### src/rtl/dsp_mac_sequencer.sv
// Sequences sample/coef pairs into one DSP48A1 slice (A1/B1/M/P/OPMODE registered)
// and returns the N_TAPS-term signed dot product once the slice pipeline drains.
module dsp_mac_sequencer #(
  parameter int N_TAPS   = 4,
  parameter int PIPE_LAT = 3,
  parameter int CNT_W    = 12
) (
  input  logic        clk,
  input  logic        rst,
  input  logic        in_valid,
  output logic        in_ready,
  input  logic [17:0] in_sample,
  input  logic [17:0] in_coef,
  output logic [17:0] dsp_a,
  output logic [17:0] dsp_b,
  output logic [7:0]  dsp_opmode,
  input  logic [47:0] dsp_p,
  output logic        res_valid,
  input  logic        res_ready,
  output logic [47:0] res_data,
  output logic        busy
);

  localparam int DRN_W = $clog2(PIPE_LAT + 1) + 1;
  localparam logic [7:0] OPM_ZERO = 8'h00;
  localparam logic [7:0] OPM_LOAD = 8'h01;
  localparam logic [7:0] OPM_ACC  = 8'h09;
  localparam logic [CNT_W-1:0] LAST_TAP = CNT_W'(N_TAPS - 1);
  localparam logic [DRN_W-1:0] DRN_LAST = DRN_W'(PIPE_LAT);

  typedef enum logic [1:0] {S_ACC, S_DRAIN, S_HOLD} state_t;

  state_t           r_state;
  logic [CNT_W-1:0] r_cnt;
  logic [DRN_W-1:0] r_drn;
  logic             r_in_ready;
  logic [17:0]      r_a, r_b;
  logic [7:0]       r_tag;
  logic [7:0]       r_opmode;
  logic             r_res_valid;
  logic [47:0]      r_res_data;
  logic             w_accept;

  assign w_accept = in_valid && r_in_ready;

  // r_tag travels with r_a/r_b; dsp_opmode replays it one cycle later so the
  // slice's OPMODE register lines up with the product leaving MREG.
  always_ff @(posedge clk) begin
    if (rst) begin
      r_state     <= S_ACC;
      r_cnt       <= '0;
      r_drn       <= '0;
      r_in_ready  <= 1'b0;
      r_a         <= '0;
      r_b         <= '0;
      r_tag       <= OPM_ZERO;
      r_opmode    <= OPM_ZERO;
      r_res_valid <= 1'b0;
      r_res_data  <= '0;
    end else begin
      r_opmode <= r_tag;
      case (r_state)
        S_ACC: begin
          r_in_ready <= 1'b1;
          if (w_accept) begin
            r_a   <= in_sample;
            r_b   <= in_coef;
            r_tag <= (r_cnt == '0) ? OPM_LOAD : OPM_ACC;
            if (r_cnt == LAST_TAP) begin
              r_cnt      <= '0;
              r_drn      <= '0;
              r_in_ready <= 1'b0;
              r_state    <= S_DRAIN;
            end else begin
              r_cnt <= r_cnt + CNT_W'(1);
            end
          end else begin
            r_a   <= '0;
            r_b   <= '0;
            r_tag <= (r_cnt == '0) ? OPM_ZERO : OPM_ACC;
          end
        end
        S_DRAIN: begin
          r_a   <= '0;
          r_b   <= '0;
          r_tag <= OPM_ACC;
          // last product reaches P after PIPE_LAT+1 cycles in DRAIN
          if (r_drn == DRN_LAST) begin
            r_res_data  <= dsp_p;
            r_res_valid <= 1'b1;
            r_state     <= S_HOLD;
          end else begin
            r_drn <= r_drn + DRN_W'(1);
          end
        end
        S_HOLD: begin
          r_a   <= '0;
          r_b   <= '0;
          r_tag <= OPM_ACC;
          if (res_ready) begin
            r_res_valid <= 1'b0;
            r_in_ready  <= 1'b1;
            r_state     <= S_ACC;
          end
        end
        default: r_state <= S_ACC;
      endcase
    end
  end

  assign in_ready   = r_in_ready;
  assign dsp_a      = r_a;
  assign dsp_b      = r_b;
  assign dsp_opmode = r_opmode;
  assign res_valid  = r_res_valid;
  assign res_data   = r_res_data;
  assign busy       = (r_state != S_ACC) || (r_cnt != '0);

endmodule

### config.mk
export PLATFORM = sky130hd
export DESIGN_NAME = dsp_mac_sequencer
export DESIGN_NICKNAME = d
export VERILOG_FILES = /design/src/rtl/dsp_mac_sequencer.sv
export SDC_FILE = /design/constraint.sdc
export NUM_CORES = 1
export LEC_CHECK = 0
export ABC_CLOCK_PERIOD_IN_PS = 1700
export CORE_AREA = 4 4 130 95
export DETAILED_ROUTE_END_ITERATION = 6
export DIE_AREA = 0 0 134 99
export HOLD_SLACK_MARGIN = 0.05
export PLACE_DENSITY = 0.81
export SKIP_LAST_GASP = 1
export SYNTH_ARGS = -nofsm -noshare
export SYNTH_HDL_FRONTEND = slang
export SYNTH_SLANG_ARGS = --single-unit
### constraint.sdc
create_clock -name clk -period 1.7 [get_ports clk]
set_input_delay 0.255 -clock clk [delete_from_list [all_inputs] [get_ports clk]]
set_output_delay 0.255 -clock clk [all_outputs]
set_load 0.005 [all_outputs]
## Word-level counts from Yosys, hierarchy flattened

Cells that the tools add are included.

- Reduce and logical (&&, ||, !) cells: 17
- Mux-type cells: 25
- Eq/ne operators: 9
- Add/sub/neg operators: 2

Operators by type and width:

| cell | number |
|---|---|
| 18-bit case mux with 2 select lines | 2 |
| 18-bit two-way mux | 2 |
| 8-bit case mux with 2 select lines | 1 |
| 12-bit by 1-bit adder with 12-bit output, second input constant | 1 |
| 12-bit by 2-bit == test with 1-bit output, second input constant | 1 |
| 12-bit zero test | 1 |
| 12-bit two-way mux | 1 |
| 4-bit two-way mux | 3 |
| 12-bit nonzero test | 1 |
| 2-bit != test, second input constant | 5 |
| 2-bit nonzero test | 5 |
| 3-bit two-way mux | 3 |
| 2-bit two-way mux | 4 |
| 4-bit AND reduction | 2 |
| 2-bit case mux with 3 select lines | 1 |
| 3-bit case mux with 2 select lines | 1 |
| 2-bit AND reduction | 3 |
| 1-bit two-way mux | 5 |
| 1-bit case mux with 2 select lines | 2 |
| 3-bit by 1-bit adder with 3-bit output, second input constant | 1 |
| 3-bit by 2-bit == test with 1-bit output, second input constant | 1 |
| 3-bit AND reduction | 1 |
| 2-bit by 1-bit == test with 1-bit output, second input constant | 1 |
| 2-bit == test, second input constant | 1 |
| 4 further kinds | 4 |

- Output and inout port bits: 95
- Word-level logic and storage cells: 63
- Bits of input ports: 88
- Register bits after elaboration: 119

## Depth between registers and ports, before layout

- Word-level depth: 4
- Mapped depth: 9

## Least setup slack after synthesis

OpenSTA, ideal clock, no wires.

- Path type: reg2reg
- Start: register r_state[0]
- End: register r_drn[1]
- Buffers on the path: 1
- Data required time: 1,578 ps
- Path slack: 35 ps
- Stages on the path, launching flop included: 8
- Data arrival time: 1,543 ps
- Library setup time: 122 ps
- Clock period less this slack: 1,665 ps
- Path through: dfxtp_1 -> inv_1 -> ha_1 -> buf_2 -> and4_1 -> a41o_1 -> a21oi_1 -> a221o_1

- Word-level cells in the longest chain between the ends: 3
- Elaborated cells on any way between the ends: 8
- Classes of those cells: eq/ne (4); mux (1); reduce/logical (3)

Ends and longest elaborated chain:

| what | RTL line | RTL |
|---|---|---|
| from (decl) | 33 | `state_t r_state;` |
| from (signal assigned) | 50 | `r_state <= S_ACC;` |
| from (signal assigned) | 73 | `r_state <= S_DRAIN;` |
| from (signal assigned) | 91 | `r_state <= S_HOLD;` |
| 2-bit by 1-bit == test with 1-bit output / 2-bit zero test (equally long branches) | 62 | `case (r_state)` |
| 2-bit != test (no line) / 2-bit nonzero test (equally long branches) | -- |  |
| 4-bit AND reduction (no line) | -- |  |
| to (signal assigned) | 93 | `r_drn <= r_drn + DRN_W'(1);` |
| to (decl) | 35 | `logic [DRN_W-1:0] r_drn;` |

Parallel ways exist; a longest one is shown, timed or not.
A chain may end at the register's enable or synchronous reset.

## Worst setup path in the final report

- Start: register r_cnt[6]
- End: output port busy

- Word-level cells in the longest chain between the ends: 2

Ends and longest elaborated chain:

| what | RTL line | RTL |
|---|---|---|
| from (decl) | 34 | `logic [CNT_W-1:0] r_cnt;` |
| from (signal assigned) | 75 | `r_cnt <= r_cnt + CNT_W'(1);` |
| 12-bit nonzero test | 117 | `assign busy = (r_state != S_ACC) \|\| (r_cnt != '0);` |
| 1-bit logical OR | 117 |  |
| to (decl) | 21 | `output logic busy` |

Every way passes these cells.

==> impl_metrics.toml <==
[run_status]
status = "complete, no violations"

[cells_and_area]
antenna_cells = 0
regArea_mm2 = 0.00216
nFillCells = 904
drive_gt1_frac = 0.105
final_cell_mix = "clkdlybuf4s50_1, nand2_1, dfxtp_1"
syn_to_final_growth_pct = 58.4
multiInputGateArea_mm2 = 0.00182
nNetsFinal = 767
layout_commonest_cell = "clkdlybuf4s50_1"

[global_routing]
grt_pass1_vias = 3931
grt_usage = 0.176
grt_first_pass_wirelength_mm = 19.1
grt_start_max_net_pins = 49
grt_overflow = 0
antenna_found_initial = 0

[place]
hpwl_mm = 8.97
gp_congestion = 0.816
port_buffers = 176

[timing]
hold_violations = 0
finalSetupViolCount = 0
setup_tns_ps = 0
fmax_mhz = 599
period_needed_ps = 1670
finalClockSkew_ps = 4.79
slew_viol_final = 0
rsz0062_at_grt = "yes"
fin_crit_sh = 0.983

[worst_setup_path]
required_ps = 1440
crit_chain = "nor4_4 > and3_4 > nand3_4 > buf_6"
cp-start-kind = "register"
slowest_stage = "dfxtp_4"
crit_type = "reg -> out"
cp.arrival_ps = 1420
r2r_slack_ps = 90
critPathBufInv = 1
slowest_delay_ps = 360
cp_max_fo = 4
end_kind = "primary output"
crit_family = "simple AND/OR/NAND/NOR gates"

[floorplanning]
fp.dieH_um = 99
dieArea_mm2 = 0.0133
die-width_um = 134
initial_utilization = 0.379
rows = 32
coreArea_mm2 = 0.0109
ios = 183

[clocking]
root_buffer = "clkbuf_16"
cts_buffer_depth = 2
numCtsBuffers = 9
clk_pin_slew_ps = 70
worstSkewPairLatency_ps = 340
cts_sinks = 107
h-tree-depth = 3
cts_tree = "done"
hold_buffers = 0

[yosys]
ys_seq_elements = 107
async_reset_ff_frac = 0
seq_area_frac_synth = 0.518
syn_area_per_cell_um2 = 8.59
netlist_area_mm2 = 0.00414
yosys.area.top_type = "dfxtp_1"
yosysUniqueCellTypes = 40
synthFlopType = "dfxtp_1"
syn_inst = 482
yosys_warnings = 0
yosys-top-cells-area = "dfxtp_1, nand2_1, a22oi_1, a21oi_1, nor2_1"
synth_top_area_share = 0.518
synth-edff-count = 0

[drt]
drt_wl_total_mm = 12.2
drc = 0
drtAntennaViolNets = 0
first_pass_iters = 4
vias = 4065
routedWlPerCell_um = 14.7
drt_first_iter_violations = 179
vias_per_cell = 4.92

[run]
drv_cap = 0

[pwr]
power_density_mw_per_mm2 = 754
ir_worst_vdd_v = 0.000437
p_leak_nw = 2.34
total_power_mw = 4.94

[min_path]
hold_path_class = "in -> reg"
flip-flops by register name (all words and copies together) (netlist names):
register / flops
dsp_a: 18
dsp_b: 18
r_state: 2
res_data: 48
dsp_opmode: 2
r_cnt: 12
r_tag: 2
r_drn: 3
res_valid: 1
in_ready: 1
area by class of cell:
| cell class | instances | share of cell area |
|---|---|---|
| clock buffers | 12 | 0.0391 |
| multi-input cells | 329 | 0.278 |
| clock inverters | 3 | 0.00363 |
| repair buffers | 212 | 0.315 |
| flip-flops and latches | 107 | 0.329 |
| inverters | 11 | 0.00630 |
| well taps | 153 | 0.0292 |
metrics by stage:
stage	hold slack, ps	util	instance area [µm²]	setup WS (ps)	std cells
floorplan	391	-	4160	35.4	487
global placement	441	0.565	6170	-63.8	805
detailed placement	447	0.565	6170	-72.6	805
CTS	214	0.592	6470	-26.8	822
global route	229	0.600	6560	-39.2	827
finish	214	0.600	6560	29.5	827
per-layer routing:
layer	vias to the layer above	global-route usage	part of all wire
li1	1995	-	-
met1	1877	0.215	0.43
met4	0	0.0530	0.021
met5	-	0	0
met2	171	0.286	0.46
met3	22	0.0709	0.098
kinds of logic (layout without fill, tap and decap cells):
| kind of cell | after synthesis | count (layout) | share of synthesized area |
|---|---|---|---|
| adder cells (fa/ha/maj) | 9 | 9 | 0.0272 |
| AND/OR/NAND/NOR | 191 | 191 | 0.204 |
| XOR/XNOR | 9 | 9 | 0.0190 |
| buffers and inverters | 51 | 238 | 0.0562 |
| AO/OA/AOI/OAI | 112 | 112 | 0.170 |
| multiplexers | 2 | 2 | 0.00514 |
| other | 1 | 6 | 0.000906 |
| flip-flops | 107 | 107 | 0.518 |
synth_stat cells (all sizes together) (5+ instances only):
master,n
clkbuf,20
nor4,5
ha,9
nor2b,5
nor3,5
nand2,102
buf,20
a22oi,38
dfxtp,107
inv,11
xnor2,9
nor2,51
nand3,6
a21oi,56
o21ai,6
worst paths after layout:
path | to | startpoint | cells past startpoint
worst max register to register | r_drn[2] | r_cnt[11] | 6
worst max-delay path | busy | r_cnt[6] | 4
worst min register to register | res_data[1] | res_data[1] | 2
worst min-delay path | r_cnt[1] | rst | 2
report_power, final:
group / internal, mW / switching, mW
Sequential: 2.54 / 0.0217
Clock: 1.07 / 0.887
Combinational: 0.277 / 0.152
timing repair:
action / in CTS / in global routing
resized for setup: 8 / 14
buffers inserted: 2 / 5
pin swaps: 2 / 5
endpoints found under the hold margin: 0 / 0
setup endpoints to repair: 1 / 79
Note: power is estimated with default switching activity, not from simulation.
